`src/rtl/apb_req_fifo_p.sv`:
```
// rtl/apb_req_fifo_p.sv - first-word-fall-through request FIFO between an APB slave and an arbiter
// Entries are {write, addr, wdata}; one shared read/write pointer pair with a wrap bit.
module apb_req_fifo_p #(
    parameter int ADDR_W   = 32,
    parameter int DATA_W   = 32,
    parameter int DEPTH    = 8,
    parameter int AFULL_TH = DEPTH - 1
) (
    input  logic              clk,
    input  logic              reset,
    input  logic              clear_in,
    input  logic              push_in,
    input  logic              push_write_in,
    input  logic [ADDR_W-1:0] push_addr_in,
    input  logic [DATA_W-1:0] push_wdata_in,
    output logic              push_ack_o,
    input  logic              pop_in,
    output logic              pop_valid_o,
    output logic              pop_write_o,
    output logic [ADDR_W-1:0] pop_addr_o,
    output logic [DATA_W-1:0] pop_wdata_o,
    output logic              full_o,
    output logic              empty_o,
    output logic              almost_full_o,
    output logic [$clog2(DEPTH):0] count_o,
    output logic              overflow_o,
    output logic              underflow_o
);

    localparam int CNT_W = $clog2(DEPTH) + 1;
    localparam int IDX_W = CNT_W - 1;
    localparam logic [CNT_W-1:0] PTR_ONE   = CNT_W'(1);
    localparam logic [CNT_W-1:0] AFULL_CNT = CNT_W'(AFULL_TH);

    logic              mem_write [DEPTH];
    logic [ADDR_W-1:0] mem_addr  [DEPTH];
    logic [DATA_W-1:0] mem_wdata [DEPTH];

    logic [CNT_W-1:0] wr_ptr;
    logic [CNT_W-1:0] rd_ptr;
    logic [IDX_W-1:0] wr_idx;
    logic [IDX_W-1:0] rd_idx;
    logic             push_acc;
    logic             pop_acc;
    logic             ovf_q;
    logic             unf_q;

    assign wr_idx = wr_ptr[IDX_W-1:0];
    assign rd_idx = rd_ptr[IDX_W-1:0];

    assign empty_o       = (wr_ptr == rd_ptr);
    assign full_o        = (wr_idx == rd_idx) && (wr_ptr[IDX_W] != rd_ptr[IDX_W]);
    assign count_o       = wr_ptr - rd_ptr;
    assign almost_full_o = (count_o >= AFULL_CNT);
    assign overflow_o    = ovf_q;
    assign underflow_o   = unf_q;

    // Space freed by a same-cycle pop is not offered to the push.
    assign push_acc   = push_in && !full_o;
    assign pop_acc    = pop_in && !empty_o;
    assign push_ack_o = push_acc;

    assign pop_valid_o = !empty_o;
    assign pop_write_o = empty_o ? 1'b0 : mem_write[rd_idx];
    assign pop_addr_o  = empty_o ? '0 : mem_addr[rd_idx];
    assign pop_wdata_o = empty_o ? '0 : mem_wdata[rd_idx];

    always_ff @(posedge clk) begin
        if (reset) begin
            wr_ptr <= '0;
            rd_ptr <= '0;
            ovf_q  <= 1'b0;
            unf_q  <= 1'b0;
        end else if (clear_in) begin
            wr_ptr <= '0;
            rd_ptr <= '0;
            ovf_q  <= 1'b0;
            unf_q  <= 1'b0;
        end else begin
            if (push_acc) begin
                wr_ptr <= wr_ptr + PTR_ONE;
            end
            if (pop_acc) begin
                rd_ptr <= rd_ptr + PTR_ONE;
            end
            if (push_in && full_o) begin
                ovf_q <= 1'b1;
            end
            if (pop_in && empty_o) begin
                unf_q <= 1'b1;
            end
        end
    end

    // Storage has no reset; read transfers store zero data so nothing stale leaks out.
    always_ff @(posedge clk) begin
        if (!reset && !clear_in && push_acc) begin
            mem_write[wr_idx] <= push_write_in;
            mem_addr[wr_idx]  <= push_addr_in;
            mem_wdata[wr_idx] <= push_write_in ? push_wdata_in : '0;
        end
    end

endmodule

```
`config.mk`:
```
export PLATFORM = sky130hd
export DESIGN_NAME = apb_req_fifo_p
export DESIGN_NICKNAME = d
export VERILOG_FILES = /design/src/rtl/apb_req_fifo_p.sv
export SDC_FILE = /design/constraint.sdc
export NUM_CORES = 1
export LEC_CHECK = 0
export BUFFER_PORTS_ARGS = -buffer_cell sky130_fd_sc_hd__buf_2
export CAP_MARGIN = 20
export CELL_PAD_IN_SITES_DETAIL_PLACEMENT = 0
export CELL_PAD_IN_SITES_GLOBAL_PLACEMENT = 2
export CORE_MARGIN = 2
export CORE_UTILIZATION = 51
export CTS_BUF_LIST = sky130_fd_sc_hd__clkbuf_16
export DETAILED_ROUTE_END_ITERATION = 6
export PLACE_DENSITY = 0.93
export SETUP_SLACK_MARGIN = 0.4
export SLEW_MARGIN = 20
export SYNTH_ARGS = -nofsm -noshare
export SYNTH_HDL_FRONTEND = slang
export SYNTH_SLANG_ARGS = --single-unit
```
`constraint.sdc`:
```
create_clock -name clk -period 16.2 [get_ports clk]
set_clock_uncertainty 0.15 [all_clocks]
set_input_delay 1.62 -clock clk [delete_from_list [all_inputs] [get_ports clk]]
set_output_delay 1.62 -clock clk [all_outputs]
set_load 0.005 [all_outputs]
```
; Yosys cells after proc, flatten, opt, wreduce, memory -nomap -nowiden
; Memory sizes are Yosys's and may differ from the RTL's. A register that Yosys moved wholly into a read port is not among the register bits.
; Cells that the tools add are included.
[word_totals]
register_bits = 10
mem_bits_rw = 520
in_bits = 70
word_cells = 38
mem_count = 3
[memory_table]
columns = name, depth, word_bits, read_ports, rd_ports_with_merged_regs, wr, line
row1 = mem_addr, 8, 32, 1, 1, 1, 36  ; logic [ADDR_W-1:0] mem_addr [DEPTH];
row2 = mem_wdata, 8, 32, 1, 1, 1, 37  ; logic [DATA_W-1:0] mem_wdata [DEPTH];
row3 = mem_write, 8, 1, 1, 1, 1, 35  ; logic mem_write [DEPTH];
[classes]
n_addsub = 3
magnitude_cmp = 1
eq_ne = 3
muxes = 12
n_reduce_logical = 12
[op_table]
columns = op, n
row1 = 2-to-1 mux 32 bit, 3
row2 = 2-to-1 mux 3 bit, 6
row3 = "adder 4 x 1 -> 4 bit, second input constant", 2
row4 = logical AND 1 bit, 7
row5 = == test 4 bit, 1
row6 = ">= comparator 4 x 3 -> 1 bit, second input constant", 1
row7 = logical NOT 1 bit, 4
row8 = subtractor 4 bit, 1
row9 = == test 3 bit, 1
row10 = 2-to-1 mux 1 bit, 3
row11 = OR reduction 2 bit, 1
row12 = != test 1 bit, 1

; Longest topological paths before layout
[depth]
ltp_word = 7
depth_mapped = 7
ltp_nobuf = 7

; Least setup slack after synthesis
; No wires, ideal clock.
[synth_timing]
path_type = input-to-reg
startpoint = in clear_in
endpoint = mem mem_addr[0][0] (enable)
arrival_ns = 6.441
required_time_ns = 15.482
setup_slack_ns = 9.042
stages = 3
cell_sequence = nor2_1 -> o2111ai_1 -> nor3_1
[synth_via]
elab_chain_cells = 5
[synth_lines]
columns = item, line
row1 = from (decl), 11  ; input logic clear_in,
row2 = logical NOT 1 bit, 97  ; if (!reset && !clear_in && push_acc) begin
row3 = logical AND 1 bit (2 in a row), 97
row4 = 2-to-1 mux 1 bit, 97
row5 = 2-to-1 mux 1 bit (not written as such), 99  ; mem_addr[wr_idx] <= push_addr_in;
row6 = to (decl), 36
; Every way passes these cells.

; Worst setup path after layout
[layout_timing]
startpoint = reg wr_ptr[2]
endpoint = out pop_wdata_o[17]
[layout_via]
elab_chain_cells = 2
[layout_lines]
columns = item, line
row1 = from (decl), 39  ; logic [CNT_W-1:0] wr_ptr;
row2 = from (signal assigned), 81  ; wr_ptr <= wr_ptr + PTR_ONE;
row3 = == test 4 bit, 51  ; assign empty_o = (wr_ptr == rd_ptr);
row4 = 2-to-1 mux 32 bit, 66  ; assign pop_wdata_o = empty_o ? '0 : mem_wdata[rd_idx];
row5 = to (decl), 21  ; output logic [DATA_W-1:0] pop_wdata_o,
; Every way passes these cells.

==> reports/qor.csv <==
metric,value,unit
outcome,"finished, final reports clean",
Max Clock Freq,184,MHz
r2r startpoint,wr_ptr[2],
mux contribution to synthesized area,14.9,%
DRT Wirelength,40000,µm
# clock sinks,533,
Hold Buf Count CTS,0,
GRT Overall Usage,19.6,%
RePlAce Congestion,0.725,
"commonest cells after routing, fill and taps aside","edfxtp_1, buf_2, mux4_2",
global-route wire length before repair,60300,µm
sequential area share after synthesis,77.3,%
HP Class,register to register,
grt ovf,0,
initial drt markers,756,
R2R Setup Slk,12550,ps
Max Root-Sink Buffers,3,
final period utilization,33.6,%
num ports,146,
slew margin rel.,29.9,%
Worst VDD drop,0.0976,mV
Post-DP Area,0.0218,mm²
"Reg clk slew, reported paths",60,ps
layout cells sized above 1,32.9,%
cts bufs inserted,51,
Detail Route met3 WL,2460,µm
"leading cell type in the layout, fill and taps excluded",edfxtp_1,
core outline area,0.0397,mm²
Post-synth top flop,edfxtp_1,
initial antenna violation count,3,
Synth Area in Adders,0.402,%
mapped cell area,0.0205,mm²
First-pass DRT Iterations,5,
Via density,5.86,
critical path type,register to output port,
RR Endpoint,mem_wdata[5][4],
CP Capture Type,output port,
FILL cells,2809,
met1 wire length,16200,µm
Critical Path RT,14430,ps
post-synth net total,965,
Unique masters post-synth,36,
Final Net Count,1134,
drt drc,0,
Die ar.,0.0419,mm²
clock root cell,clkbuf_16,
H-tree Lvls,2,
Worst Setup EP,pop_wdata_o[17],
ys async rst share,0,%
Period minus WS final,5440,ps
synth warn,0,
Compound-Gate Fraction of Synth Area,3.48,%
Resized cells post-CTS,0,
final instance area,0.0234,mm²
Gate Count Post-Synth,889,
post-synthesis simple-gate area fraction,1.82,%
CTS tree,built,
CP startpoint,wr_ptr[2],
pin count of the biggest net entering global routing,83,
Avg Inst Size Synth,23.1,µm²
RSZ-0062 raised after global routing,false,
PwrDens,118,mW/mm²
number of flops mapped to enable cells by yosys,520,
worst hold stages,2,
die width,205,µm
setup TNS,0,ps
max layer used,met5,
R2R depth,5,
setup bufs post-CTS,0,
vias in the first global route,9837,
chip height,205,µm
I/O Buffers,145,
Worst Path Arrival,3670,ps
dpl hpwl,21700,µm
number of synthesized register bits,533,
CP Max Fanout,48,
Static Leak,7.69,nW
"Clk Latency, worst-skew pair",580,ps
fin util,59.0,%
max_cap viols,0,
DR WL/cell,24.6,µm
met2 WL post-DR,20500,µm
largest family of logic cells by synthesized area,multiplexers,
DRT antenna net count,0,
xor-xnor portion of the synthesized cell area,0.128,%
final hold vios,0,
starting density of the core,51.7,%
floorplan row count,73,
CP startpoint kind,register,
vias,9505,
max-slew violation count,0,
Setup-failing EPs final,0,
Syn-to-layout area delta,14.1,%
worst-margin pin slew,1050,ps
layer usage:
| layer | track usage, % | up-vias |
|---|---|---|
| li1 | - | 4149 |
| met1 | 26.0 | 4994 |
| met2 | 33.0 | 298 |
| met3 | 4.26 | 62 |
| met4 | 5.23 | 2 |
| met5 | 0 | - |
state kept, by name (all words and copies together), names as in the netlist, named ones only:
signal / cells
underflow_o: 1
mem_wdata: 256
mem_write: 8
mem_addr: 256
wr_ptr: 4
rd_ptr: 4
overflow_o: 1
cells in the mapped netlist (4+ instances only):
library cell | instances | area [µm²]
a22o_1 | 65 | 569
dfxtp_1 | 13 | 260
clkbuf_1 | 17 | 63.8
buf_2 | 12 | 60.1
buf_6 | 9 | 101
and2_1 | 32 | 200
mux4_2 | 109 | 2450
ha_1 | 5 | 62.6
inv_1 | 6 | 22.5
mux2i_1 | 5 | 50.1
buf_12 | 5 | 100
a21oi_1 | 7 | 35.0
nand2_1 | 13 | 48.8
nor2_1 | 11 | 41.3
edfxtp_1 | 520 | 15600
o21ai_1 | 4 | 20.0
mux4_1 | 21 | 552
final cells by class:
type	count	area, µm²	area share [%]
well taps	525	657	2.80
inverters	6	22.5	0.0961
multi-input cells	301	4330	18.5
repair buffers	165	883	3.77
flip-flops and latches	533	15900	67.8
clock inverters	37	353	1.51
diodes	2	5.00	0.0214
clock buffers	52	1300	5.55
per-stage QoR:
step | setup WS [ps] | hold slack (ps) | cells | total power, mW
floorplan | 9040 | 311 | 889 | 1.60
global placement | 11160 | 304 | 1530 | 1.63
detailed placement | 11020 | 315 | 1530 | 1.64
CTS | 10700 | 331 | 1619 | 2.80
global route | 10480 | 379 | 1621 | 2.85
finish | 10760 | 324 | 1621 | 2.77
worst max-delay path, stage by stage (launching register included):
cell	delay, ps
dfxtp_1	520
ha_1	350
and3_1	410
a21oi_4	660
buf_4	690
a22o_1	280
buf_2	130
kinds of logic (layout without fill, tap and decap cells):
family	Yosys count	in the layout
fa+ha+maj	6	6
xor+xnor	3	3
compound gates	87	87
mux	135	135
flops	533	533
buf+inv	55	260
simple gates	70	70
other cells	0	2
how the worst min path moves through the flow:
| stage | startpoint | endpoint |
|---|---|---|
| final | overflow_o | overflow_o |
| after global routing | underflow_o | underflow_o |
| after CTS | underflow_o | underflow_o |
| after detailed placement | overflow_o | overflow_o |
| after global placement | overflow_o | overflow_o |
| after floorplan | overflow_o | overflow_o |
report_power, final:
part / internal [mW] / switching, mW / total, mW
combinational: 0.0336 / 0.0490 / 0.0826
sequential: 1.52 / 0.00311 / 1.52
clock: 0.678 / 0.489 / 1.17
total: 2.23 / 0.541 / 2.77
Power figures use the tool's default switching activity.
